### config.mk
export PLATFORM = sky130hd
export DESIGN_NAME = param_depth_engine
export DESIGN_NICKNAME = d
export VERILOG_FILES = /design/src/rtl/mandel_pkg.sv /design/src/rtl/mandel_step.sv /design/src/rtl/param_depth_engine.sv
export SDC_FILE = /design/constraint.sdc
export NUM_CORES = 2
export LEC_CHECK = 0
export ABC_AREA = 1
export CAP_MARGIN = 20
export CORE_MARGIN = 1
export CORE_UTILIZATION = 30
export CTS_CLUSTER_DIAMETER = 40
export DETAILED_ROUTE_END_ITERATION = 12
export MAX_ROUTING_LAYER = met4
export PLACE_DENSITY = 0.56
export SYNTH_ARGS = -nofsm -noshare
export SYNTH_HDL_FRONTEND = slang
export SYNTH_SLANG_ARGS = --single-unit
### constraint.sdc
create_clock -name sysclk -period 23.6 [get_ports sysclk]
set_input_delay 4.72 -clock sysclk [delete_from_list [all_inputs] [get_ports sysclk]]
set_output_delay 4.72 -clock sysclk [all_outputs]
set_load 0.01 [all_outputs]
### src/rtl/mandel_pkg.sv
// Shared types and constants for the Mandelbrot depth engine family.
// Imported by the step datapath and the engine top.
package mandel_pkg;

    typedef enum logic [1:0] {
        IDLE = 2'd0,
        ITER = 2'd1,
        DONE = 2'd2
    } engine_state_t;

    // Escape radius squared (4.0) expressed in the Q.2*FRAC domain of a squared magnitude.
    function automatic logic [63:0] esc_threshold(input int frac);
        return 64'd4 << (2 * frac);
    endfunction

endpackage

### src/rtl/mandel_step.sv
// One combinational Mandelbrot step: z' = z^2 + c plus the |z|^2 > 4 escape test.
// Products are formed at full width so only the final DW-bit results truncate.
module mandel_step
    import mandel_pkg::*;
#(
    parameter int DW   = 16,
    parameter int FRAC = 8
) (
    input  logic signed [DW-1:0] re,
    input  logic signed [DW-1:0] im,
    input  logic signed [DW-1:0] re_c,
    input  logic signed [DW-1:0] im_c,
    output logic signed [DW-1:0] next_re,
    output logic signed [DW-1:0] next_im,
    output logic                 esc
);

    localparam logic [63:0]   THRESH_FULL = esc_threshold(FRAC);
    localparam logic [2*DW:0] THRESH      = THRESH_FULL[2*DW:0];

    logic signed [2*DW-1:0] re_x;
    logic signed [2*DW-1:0] im_x;
    logic signed [2*DW:0]   re_w;
    logic signed [2*DW:0]   im_w;
    logic signed [2*DW-1:0] re2;
    logic signed [2*DW-1:0] im2;
    logic signed [2*DW:0]   cross2;
    logic        [2*DW:0]   mag;

    assign re_x = {{DW{re[DW-1]}}, re};
    assign im_x = {{DW{im[DW-1]}}, im};
    assign re_w = {{(DW+1){re[DW-1]}}, re};
    assign im_w = {{(DW+1){im[DW-1]}}, im};

    assign re2    = re_x * re_x;
    assign im2    = im_x * im_x;
    // The doubled cross term needs one extra bit for the (-2^(DW-1))^2 corner.
    assign cross2 = (re_w * im_w) <<< 1;

    // Both squares are non-negative, so an unsigned sum one bit wider cannot overflow.
    assign mag = {1'b0, re2} + {1'b0, im2};
    assign esc = (mag > THRESH);

    assign next_re = DW'((re2 - im2) >>> FRAC) + re_c;
    assign next_im = DW'(cross2 >>> FRAC) + im_c;

endmodule

### src/rtl/param_depth_engine.sv
// Single-pixel escape-time engine: accepts one job, iterates one step per clock,
// and holds the tagged depth on a back-pressurable output until it is taken.
module param_depth_engine
    import mandel_pkg::*;
#(
    parameter int DW   = 16,
    parameter int FRAC = 8,
    parameter int IW   = 8,
    parameter int XW   = 10,
    parameter int YW   = 9
) (
    input  logic                 sysclk,
    input  logic                 reset_n,
    input  logic                 in_valid,
    output logic                 in_ready,
    input  logic [XW-1:0]        in_x,
    input  logic [YW-1:0]        in_y,
    input  logic [IW-1:0]        in_max_iter,
    input  logic signed [DW-1:0] in_re_c,
    input  logic signed [DW-1:0] in_im_c,
    output logic                 out_valid,
    input  logic                 out_ready,
    output logic [XW-1:0]        out_x,
    output logic [YW-1:0]        out_y,
    output logic [IW-1:0]        out_depth,
    output logic                 out_escaped,
    output logic                 busy
);

    engine_state_t state, next_state;

    logic [XW-1:0]        job_x;
    logic [YW-1:0]        job_y;
    logic [IW-1:0]        job_max;
    logic signed [DW-1:0] job_re_c;
    logic signed [DW-1:0] job_im_c;
    logic signed [DW-1:0] z_re;
    logic signed [DW-1:0] z_im;
    logic [IW-1:0]        count;

    logic signed [DW-1:0] next_re;
    logic signed [DW-1:0] next_im;
    logic                 esc;

    logic accept;
    logic iter_stop;
    logic handshake;

    mandel_step #(
        .DW   (DW),
        .FRAC (FRAC)
    ) u_step (
        .re      (z_re),
        .im      (z_im),
        .re_c    (job_re_c),
        .im_c    (job_im_c),
        .next_re (next_re),
        .next_im (next_im),
        .esc     (esc)
    );

    assign in_ready = (state == IDLE);
    assign busy     = (state != IDLE);

    always_ff @(posedge sysclk or negedge reset_n) begin
        if (!reset_n) state <= IDLE;
        else          state <= next_state;
    end

    always_comb begin
        next_state = state;
        accept     = 1'b0;
        iter_stop  = 1'b0;
        handshake  = 1'b0;
        case (state)
            IDLE: begin
                if (in_valid) begin
                    accept     = 1'b1;
                    next_state = ITER;
                end
            end
            ITER: begin
                if (esc || (count == job_max)) begin
                    iter_stop  = 1'b1;
                    next_state = DONE;
                end
            end
            DONE: begin
                if (out_valid && out_ready) begin
                    handshake  = 1'b1;
                    next_state = IDLE;
                end
            end
            default: next_state = IDLE;
        endcase
    end

    always_ff @(posedge sysclk or negedge reset_n) begin
        if (!reset_n) begin
            job_x    <= '0;
            job_y    <= '0;
            job_max  <= '0;
            job_re_c <= '0;
            job_im_c <= '0;
            z_re     <= '0;
            z_im     <= '0;
            count    <= '0;
        end else if (accept) begin
            job_x    <= in_x;
            job_y    <= in_y;
            job_max  <= in_max_iter;
            job_re_c <= in_re_c;
            job_im_c <= in_im_c;
            z_re     <= '0;
            z_im     <= '0;
            count    <= '0;
        end else if ((state == ITER) && !iter_stop) begin
            z_re  <= next_re;
            z_im  <= next_im;
            count <= count + 1'b1;
        end
    end

    // Results are captured on leaving ITER; out_valid follows one cycle into DONE.
    always_ff @(posedge sysclk or negedge reset_n) begin
        if (!reset_n) begin
            out_valid   <= 1'b0;
            out_depth   <= '0;
            out_escaped <= 1'b0;
            out_x       <= '0;
            out_y       <= '0;
        end else begin
            if (iter_stop) begin
                out_depth   <= esc ? count : job_max;
                out_escaped <= esc;
                out_x       <= job_x;
                out_y       <= job_y;
            end
            if (handshake)          out_valid <= 1'b0;
            else if (state == DONE) out_valid <= 1'b1;
        end
    end

endmodule

==> results.cfg <==
[run_status]
status = completed

[global_routing]
grt_pass1_wl_um = 158000
gr-usage-all-layers_pct = 17.1
first_global_vias = 29200
overflow = 0
antenna_found_initial = 0
grt_max_degree = 79

[finish]
stdcell_count = 6123
multi_input_area_um2 = 26500
final_cell_area_um2 = 38400
regArea_um2 = 3250
area_delta_synth_final_pct = 8.82
num_antenna_cells = 0
n_fill_cell = 12300
nets = 5621
drive_above_1_share_pct = 2.22

[placed_design]
dpl.hpwl_um = 79300
placed_cell_area_um2 = 37800
placed_cells = 6091
gp_congestion = 0.908
io_buffers = 93

[logic_synthesis]
ys_seq_area_share_pct = 9.21
ys_types = 46
syn_inst = 4589
dominantRegCellSynth = dfrtp_1
avgSynthCellArea_um2 = 7.70
yosys_register_bits = 130
syn_nets = 5624
synth_area_um2 = 35300
synthArstFlopShare_pct = 100
ys_warn_count = 0
synth_edf_count = 0

[timing]
finalCritPeriodShare_pct = 44.1
setup_tns_ns = 0
rsz0062_at_grt = false
setup_viol = 0
final.min_clock_period_ns = 10.41
fmax_ghz = 0.0960
worst_slew_pin_slew_ns = 1.00
finalMaxSlewViolations = 0
slew_headroom_pct = 33.1
skew_ns = 0.00960
whs_ns = 0.470
hold_viol = 0

[route]
routed-via-count = 27400
drt-wirelength-per-cell_um = 15.6
drc = 0
drtPass1Iterations = 5
ant_nets = 0
wirelength_um = 95500
drt_iter0_drc = 1548
vias_per_cell = 4.47

[critical_path]
cp.required_ns = 23.98
cp_data_arrival_time_ns = 10.80
critPathCaptureType = register
slowest_stage = dfrtp_1
path_class = register to register
r2r-end = z_re[2]
r2r-start = z_im[15]
ff2ff_setup_slack_ns = 13.19
rr_worst_depth = 40
crit_start = z_im[15]
critical_path.endpoint = z_re[2]
critPathLaunchType = register
max_stage_delay_ns = 0.76
crit_path_frequent_cell = nand2_1
crit_fanout = 42

[pwr]
total_power_mw = 2.48
p_per_area_nw_per_um2 = 64.5
p_leak_nw = 21.8
irDropWorstVdd_v = 0.000106

[clock_network]
htree_levels = 4
post_cts_resized = 0
post-cts-setup-buffer-count = 0
clkTransAtPathRegs_ns = 0.07
cts_root_buffer = clkbuf_16
cts_hold_buf = 0
cts.sinks = 130
clk_path_buf_depth = 2
clk_latency_ns = 0.44
numCtsBuffers = 17
cts_tree = done

[floorplan]
core_um2 = 117000
initial_core_util_pct = 30.3
design.die.area_um2 = 119000
die_x_um = 345
die_h_um = 345
ios = 94
core.rowCount = 125

[min_path]
min_path_type = register to register

[flow_run]
cap_violations = 0
[flip-flops by register name, indices dropped and copies added, names as in the netlist, 2 cells and up]
register   count
out_y          9
out_x         10
z_re          16
job_x         10
count          8
state          2
job_im_c      16
job_max        8
job_y          9
z_im          16
job_re_c      16
out_depth      8
[layer usage]
| metal | track usage [%] | up-vias | wire [um] | part of all wire [%] |
|---|---|---|---|---|
| li1 | - | 13300 | - | - |
| met1 | 22.6 | 13500 | 43600 | 46 |
| met2 | 28.9 | 499 | 46700 | 49 |
| met3 | 1.02 | 76 | 3110 | 3.3 |
| met4 | 3.79 | 0 | 2040 | 2.1 |
| met5 | - | - | 0 | 0 |
[power breakdown]
group	internal, mW	total [mW]	leakage, nW	switching, mW
combinational	0.638	1.81	19.8	1.17
clock	0.177	0.288	0.305	0.111
sequential	0.305	0.387	1.68	0.0825
[metrics by stage]
step	util, %	setup WS [ns]
4_1_cts	33.0	13.25
6_report	33.0	13.19
2_1_floorplan	-	15.78
3_5_place_dp	32.5	13.30
3_3_place_gp	32.5	13.45
5_1_grt	33.0	12.45
[placed cells by master, fill, tap and decap left out, types with 18 or more instances in the layout]
cell type	n
nand4_1	27
o21ai_0	88
ha_1	319
xor2_1	106
fa_1	653
nor2_1	140
nor3_1	19
a21o_1	18
clkdlybuf4s50_1	92
nand3_1	131
nand2_1	1171
inv_1	1310
xnor2_1	73
a21oi_1	146
buf_4	37
dfrtp_1	130
[cell usage after synthesis, drive strengths merged, types with 5 or more instances]
master / number / area (um^2)
inv: 1315 / 4940
nand2: 1176 / 4420
fa: 653 / 13100
ha: 319 / 3990
nor2: 147 / 569
a21oi: 146 / 731
nand3: 132 / 673
dfrtp: 130 / 3250
xor2: 106 / 928
clkbuf: 105 / 395
o21ai: 88 / 440
xnor2: 73 / 639
buf: 47 / 230
nand4: 28 / 190
nor3: 20 / 105
a21o: 18 / 135
o21bai: 16 / 120
a31oi: 12 / 75.1
or2: 10 / 62.6
and2: 9 / 56.3
nand3b: 5 / 37.5
nor4: 5 / 31.3
[final cells by class]
class | count | share of cell area (%)
clock inverter | 13 | 0.478
sequential | 130 | 8.46
tap | 1524 | 4.96
inverter | 1317 | 12.9
timing repair buffer | 130 | 3.15
multi-input combinational | 2990 | 69.0
clock buffer | 19 | 1.13
[worst min-delay path by stage]
| stage | startpoint | to | slack (ns) | cells past startpoint |
|---|---|---|---|---|
| after floorplan | job_y[0] | out_y[0] | 0.44 | 2 |
| after global routing | job_y[4] | job_y[4] | 0.49 | 2 |
| after global placement | job_y[3] | out_y[3] | 0.46 | 2 |
| after CTS | job_y[0] | out_y[0] | 0.47 | 2 |
| final | job_y[0] | out_y[0] | 0.47 | 2 |
| after detailed placement | job_y[0] | out_y[0] | 0.45 | 2 |
[critical path, delay by kind of cell, from the launching register on]
family	cells	cell delay [ns]
AOI/OAI and AO/OA	7	1.36
xor gates and xnor gates	2	0.20
and+or+nand+nor	16	2.95
DFF	1	0.76
buffers and inverters	7	1.68
adders and majority gates	8	3.35
[kinds of logic after synthesis]
kind of cell,after synthesis,share of synthesized area (%)
DFF,130,9.21
xor gates and xnor gates,179,4.44
and+or+nand+nor,1532,17.4
adders and majority gates,972,48.3
buffers and inverters,1469,15.8
AOI/OAI and AO/OA,307,4.88
Power figures use the tool's default switching activity.
